==> src/rtl/hazard_controller.sv <==
// Pipeline hazard unit: load-use stalls, branch flushes, operand forwarding and a
// data-memory wait FSM with a timeout trap, plus saturating performance counters.
module hazard_controller #(
  parameter int TIMEOUT = 255
) (
  input  logic        clk,
  input  logic        reset,
  input  logic [4:0]  Rs1D,
  input  logic [4:0]  Rs2D,
  input  logic [4:0]  Rs1E,
  input  logic [4:0]  Rs2E,
  input  logic [4:0]  RdE,
  input  logic        MemReadE,
  input  logic        PCSrcE,
  input  logic [4:0]  RdM,
  input  logic [4:0]  RdW,
  input  logic        RegWriteM,
  input  logic        RegWriteW,
  input  logic        MemReqM,
  input  logic        MemReadyM,
  output logic        StallF,
  output logic        StallD,
  output logic        StallE,
  output logic        StallM,
  output logic        FlushD,
  output logic        FlushE,
  output logic [1:0]  ForwardAE,
  output logic [1:0]  ForwardBE,
  output logic        timeout_err,
  output logic [15:0] stall_cycles,
  output logic [15:0] flush_events
);

  localparam int CW = $clog2(TIMEOUT + 1);

  typedef enum logic [1:0] {RUN, MEM_WAIT, ERROR} state_t;

  state_t          state, state_n;
  logic [CW-1:0]   wait_cnt, wait_cnt_n;
  logic            memwait;
  logic            loaduse;

  always_ff @(posedge clk or posedge reset) begin
    if (reset) begin
      state    <= RUN;
      wait_cnt <= '0;
    end else begin
      state    <= state_n;
      wait_cnt <= wait_cnt_n;
    end
  end

  always_comb begin
    state_n    = state;
    wait_cnt_n = wait_cnt;
    case (state)
      RUN: begin
        if (MemReqM && !MemReadyM) begin
          state_n    = MEM_WAIT;
          wait_cnt_n = CW'(1);
        end
      end
      MEM_WAIT: begin
        if (MemReadyM) begin
          state_n    = RUN;
          wait_cnt_n = '0;
        end else if (wait_cnt == CW'(TIMEOUT)) begin
          state_n = ERROR;
        end else begin
          wait_cnt_n = wait_cnt + CW'(1);
        end
      end
      ERROR: state_n = ERROR;
      default: begin
        state_n    = RUN;
        wait_cnt_n = '0;
      end
    endcase
  end

  // Gating with reset releases every hold in the same cycle reset rises.
  always_comb begin
    memwait = 1'b0;
    if (!reset) begin
      memwait = (state == RUN && MemReqM && !MemReadyM) ||
                (state == MEM_WAIT && !MemReadyM) ||
                (state == ERROR);
    end
  end

  assign loaduse = MemReadE && (RdE != 5'd0) && ((RdE == Rs1D) || (RdE == Rs2D));

  // A taken redirect while memory holds execute is deferred until release.
  always_comb begin
    StallF = 1'b0;
    StallD = 1'b0;
    StallE = 1'b0;
    StallM = 1'b0;
    FlushD = 1'b0;
    FlushE = 1'b0;
    if (!reset) begin
      if (memwait) begin
        StallF = 1'b1;
        StallD = 1'b1;
        StallE = 1'b1;
        StallM = 1'b1;
      end else if (PCSrcE) begin
        FlushD = 1'b1;
        FlushE = 1'b1;
      end else if (loaduse) begin
        StallF = 1'b1;
        StallD = 1'b1;
        FlushE = 1'b1;
      end
    end
  end

  always_comb begin
    ForwardAE = 2'b00;
    ForwardBE = 2'b00;
    if (!reset) begin
      if (RegWriteM && RdM != 5'd0 && RdM == Rs1E)
        ForwardAE = 2'b10;
      else if (RegWriteW && RdW != 5'd0 && RdW == Rs1E)
        ForwardAE = 2'b01;
      if (RegWriteM && RdM != 5'd0 && RdM == Rs2E)
        ForwardBE = 2'b10;
      else if (RegWriteW && RdW != 5'd0 && RdW == Rs2E)
        ForwardBE = 2'b01;
    end
  end

  // FlushD is raised only by a redirect, so it marks exactly the flush events.
  always_ff @(posedge clk or posedge reset) begin
    if (reset) begin
      timeout_err  <= 1'b0;
      stall_cycles <= 16'd0;
      flush_events <= 16'd0;
    end else begin
      timeout_err <= (state_n == ERROR);
      if (StallF && stall_cycles != 16'hFFFF)
        stall_cycles <= stall_cycles + 16'd1;
      if (FlushD && flush_events != 16'hFFFF)
        flush_events <= flush_events + 16'd1;
    end
  end

endmodule

==> config.mk <==
export PLATFORM = sky130hd
export DESIGN_NAME = hazard_controller
export DESIGN_NICKNAME = d
export VERILOG_FILES = /design/src/rtl/hazard_controller.sv
export SDC_FILE = /design/constraint.sdc
export NUM_CORES = 1
export LEC_CHECK = 0
export CORE_ASPECT_RATIO = 0.9
export CORE_MARGIN = 4
export CORE_UTILIZATION = 42
export CTS_CLUSTER_SIZE = 24
export DETAILED_ROUTE_END_ITERATION = 16
export PLACE_DENSITY = 0.77
export SKIP_CTS_REPAIR_TIMING = 1
export SYNTH_ARGS = -nofsm -noshare
export SYNTH_HDL_FRONTEND = slang
export SYNTH_SLANG_ARGS = --single-unit
==> constraint.sdc <==
create_clock -name clk -period 2.3 [get_ports clk]
set_input_delay 0.23 -clock clk [delete_from_list [all_inputs] [get_ports clk]]
set_output_delay 0.23 -clock clk [all_outputs]
set_load 0.03 [all_outputs]
== Word-level counts from Yosys, hierarchy flattened ==
Cells that the tools add are included.

* Logic and storage cells: 73
* Register bits: 43

* Muxes and demuxes: 27
* Eq/ne operators: 14
* Reductions and logical operators: 23
* Add/sub/neg operators: 3
* Bitwise operators: 1

{| class="wikitable"
|+ Operators with widths
! kind !! number
|-
| $add 16x1->16 const B || 2
|-
| $ne 16x16->1 const B || 2
|-
| $eq 5x5->1 || 6
|-
| $mux 8 || 3
|-
| $pmux 8 s3 || 1
|-
| $mux 1 || 15
|-
| $reduce_bool 5->1 || 3
|-
| $logic_and 1x1->1 || 14
|-
| $mux 2 || 7
|-
| $add 8x1->8 const B || 1
|-
| $eq 8x8->1 const B || 1
|-
| $pmux 2 s3 || 1
|-
| $eq 2x2->1 const B || 2
|-
| $logic_or 1x1->1 || 3
|-
| $ne 3x3->1 const B || 1
|-
| $reduce_and 3->1 || 1
|-
| $eq 2x1->1 const B || 1
|-
| $logic_not 2->1 || 1
|-
| $ne 2x2->1 const B || 1
|-
| $logic_not 1->1 || 1
|-
| $not 1->1 || 1
|}

== Logic depth before layout (Yosys ltp) ==
* Word-level depth: 9
* Depth in mapped cells: 9

== Worst setup path before layout ==
OpenSTA, ideal clock, no wires.

* Path kind: in2out
* Start: in reset
* End: out ForwardAE[0]
* Buffers on the path: 0
* Setup slack: -735 ps
* Arrival time: 2,805 ps
* Stages on the path: 4
* Path through: inv_1 -> o211ai_1 -> or4_1 -> nor4_1

* Longest elaborated chain between the ends: 1

{| class="wikitable"
|+ Ends and longest elaborated chain
! what !! RTL line !! source
|-
| start: declaration || 7 || <nowiki>input logic reset,</nowiki>
|-
| $mux 2 || 121 || <nowiki>if (!reset) begin</nowiki>
|-
| end: declaration || 27 || <nowiki>output logic [1:0] ForwardAE,</nowiki>
|}

Every way passes these cells.

== Worst setup path after layout ==
* Start: in RdW[0]
* End: out ForwardBE[0]

* Longest elaborated chain between the ends: 6
* Elaborated cells on any way between the ends: 7
* Classes of those cells: eq/ne (1); mux (3); reduce/logical (3)

{| class="wikitable"
|+ Ends and longest elaborated chain
! what !! RTL line !! source
|-
| start: declaration || 16 || <nowiki>input logic [4:0] RdW,</nowiki>
|-
| $reduce_bool 5->1 || 128 || <nowiki>else if (RegWriteW && RdW != 5'd0 && RdW == Rs2E)</nowiki>
|-
| $logic_and 1x1->1 || 128 ||
|-
| $logic_and 1x1->1 * || 128 ||
|-
| $mux 1 * || 128 ||
|-
| $mux 2 * || 126 || <nowiki>if (RegWriteM && RdM != 5'd0 && RdM == Rs2E)</nowiki>
|-
| $mux 2 * || 121 ||
|-
| end: declaration || 28 || <nowiki>output logic [1:0] ForwardBE,</nowiki>
|}

Every way passes the cells marked *; elsewhere a longest branch is shown, timed or not.

==> out/metrics.json <==
{
  "routing": {
    "postRouteWirelength_um": 6380,
    "detail_route.drc_violations": 0,
    "wl_per_cell_um": 14.5,
    "postRouteAntennaNets": 0,
    "detail_route.vias_per_cell": 5.41,
    "drtIter0Drc": 152,
    "routed-via-count": 2387,
    "detail_route.first_pass.iterations": 4
  },
  "synthesis": {
    "synth_flop_cell": "dfrtp_1",
    "syn-mean-instance-area_um2": 9.86,
    "synth-edff-count": 0,
    "synth-seq-cells": 43,
    "count_of_cell_types_in_the_netlist": 40,
    "synth-seq-area-share": 0.417,
    "synth_fp_nets": 308,
    "yosys_warning_total": 0,
    "proportion_of_register_bits_with_asynchronous_set_or_reset_after_synthesis": 1.00,
    "synth_cells": 262,
    "netlist_area_um2": 2580
  },
  "global_route": {
    "antenna_found_initial": 0,
    "number_of_global_route_vias_before_repair": 2361,
    "grt_first_pass_wirelength_um": 10600,
    "global_route.overflow_total": 0,
    "grtUsageTotal": 0.173,
    "grt_max_degree": 44
  },
  "placed_design": {
    "numPortBuffers": 85,
    "detailed_place_hpwl_um": 5020,
    "gp_congestion": 0.813
  },
  "timing": {
    "maxSlewViolCount": 0,
    "final_hold_viol_count": 0,
    "post-route-period-util": 0.964,
    "clock-skew-final_ps": 8.82,
    "max_freq_ghz": 0.451,
    "finalSetupViolCount": 0,
    "tightest_slew_ps": 539,
    "worst_slew_margin_rel": 0.641,
    "grt_setup_unrepaired": "no",
    "fin_crit_ps": 2220
  },
  "worst_setup_path": {
    "crit_path_cells": "clkdlybuf4s50_1 > o211ai_1 > or4_1 > nor4_2 > buf_4",
    "worst-path-buf-inv": 2,
    "arrival_ps": 1990,
    "timing.reg2reg.setup_slack_ps": 400,
    "max_stage_delay_ps": 550,
    "cpLargestDelayFamily": "simple AND/OR/NAND/NOR gates",
    "critPathCaptureType": "primary output",
    "worst-setup-path-type": "primary input to primary output",
    "start_kind": "primary input",
    "critical_path_peak_fanout": 3,
    "worstPathRequired_ps": 2070,
    "crit_path_top_delay_cell": "clkdlybuf4s50_1"
  },
  "power_and_ir_drop": {
    "leakagePower_nw": 1.66,
    "power.density_nw_per_um2": 586,
    "finalPower_mw": 2.22,
    "vdd_drop_max_v": 0.000407
  },
  "die": {
    "die_width_um": 90.7,
    "fp.dieH_um": 82.4,
    "num_io_pins": 86,
    "die_area_um2": 7470,
    "initial_core_util": 0.443,
    "rows": 26,
    "core_area_um2": 5820
  },
  "clock_tree": {
    "cts_buffers": 5,
    "htree_num_levels": 2,
    "clock_insertion_delay_worst_skew_ps": 290,
    "cts.clk_slew.worst_paths_ps": 80,
    "cts_buffer_depth": 2,
    "tritoncts_clock_tree": "built",
    "cts-root-buf": "clkbuf_8",
    "clkSinkCount": 43
  },
  "cells_and_area": {
    "fin_util": 0.650,
    "final-seq-area_um2": 1080,
    "fillers": 485,
    "drive_gt1_frac": 0.175,
    "multiInputGateArea_um2": 1480,
    "antenna_cells": 0,
    "most-common-layout-cells": "clkdlybuf4s50_1, dfrtp_1, xnor2_1",
    "area_growth_from_synthesis_to_layout_pct": 46.5,
    "layout.nets": 416,
    "final_common_cell": "clkdlybuf4s50_1"
  },
  "run": {
    "max_cap_violations": 0
  },
  "outcome": {
    "run_status": "finished clean"
  },
  "hold_path": {
    "hold_path_class": "primary input to asynchronous set/reset pin"
  }
}
[registers in the layout (all words and copies together), names as in the netlist]
name	cells
flush_events	16
wait_cnt	8
timeout_err	1
stall_cycles	16
state	2
[through the flow]
stage	instance area, um2	hold slack [ps]	TNS [ps]	std cells	worst slack, ps
6_report	3780	234	0	441	82.4
5_1_grt	3780	295	0	441	17.3
4_1_cts	3730	482	-168	441	-69.3
3_5_place_dp	3650	471	-168	433	-69.3
3_3_place_gp	3650	474	-63.9	433	-32.5
2_1_floorplan	2600	232	0	262	80.9
[synthesized netlist by cell type (3+ instances only)]
library cell  count  area, um2
xor2_1           16        140
o211ai_1          3       22.5
and4_1            3       26.3
nand2b_1          3       18.8
and3_1           15       93.8
buf_4             3       22.5
xnor2_1          42        368
o21ai_0           9       45.0
mux2_2            3       33.8
nand2_1          18       67.6
nand4_1           8       50.1
nor4_1            4       25.0
a31oi_1           4       25.0
inv_1             3       11.3
dfrtp_1          43       1080
a31o_2            3       26.3
nand3_1          19       95.1
ha_1              3       37.5
or4_1             5       37.5
nor3_1            6       30.0
clkbuf_1          4       15.0
nor2_1           10       37.5
a21oi_1           9       45.0
nand3_2           7       70.1
[cell families (layout without fill, tap and decap cells)]
kind of cell	Yosys count	count (layout)	share of synthesized area
AO/OA/AOI/OAI	38	38	0.0993
XOR/XNOR	58	58	0.197
adder cells (fa/ha/maj)	3	3	0.0145
buffers and inverters	12	121	0.0262
flip-flops	43	43	0.417
multiplexers	3	3	0.0131
AND/OR/NAND/NOR	105	105	0.234
[worst paths after layout]
| kind | from | to | depth (start not counted) |
|---|---|---|---|
| max in group asynchronous | reset | wait_cnt[6] | 3 |
| hold / removal | reset | wait_cnt[3] | 3 |
| setup reg to reg | stall_cycles[0] | stall_cycles[7] | 8 |
| setup / recovery | RdW[0] | ForwardBE[0] | 5 |
| min in group clk | wait_cnt[7] | wait_cnt[7] | 1 |
| hold reg to reg | wait_cnt[7] | wait_cnt[7] | 1 |
[worst reg2reg max path: stages, from the launching register on]
cell and delay (ps):
dfrtp_1 430, ha_1 250, and3_1 210, and3_1 190, nor2b_1 160, nand2_2 90, buf_4 190, nand4_1 130
xnor2_1 140
[per-layer routing]
metal	up-vias	GRT usage	routed length [um]
met5	-	0	0
met2	92	0.293	3040
met1	1135	0.217	2760
li1	1158	-	-
met3	2	0.0543	552
met4	0	0.0443	26
[report_power, final]
group | switching (mW) | internal, mW | total [mW] | leakage, nW
sequential | 0.115 | 0.847 | 0.962 | 0.579
clock | 0.253 | 0.212 | 0.465 | 0.0412
combinational | 0.413 | 0.377 | 0.790 | 1.04
[cell type report]
class | instances | share of cell area
clock inverters | 2 | 0.00331
flip-flops and latches | 43 | 0.284
inverters | 4 | 0.00496
repair buffers | 109 | 0.275
clock buffers | 6 | 0.0192
well taps | 70 | 0.0232
multi-input cells | 207 | 0.390
No activity file was read; power rests on OpenSTA's default activity.
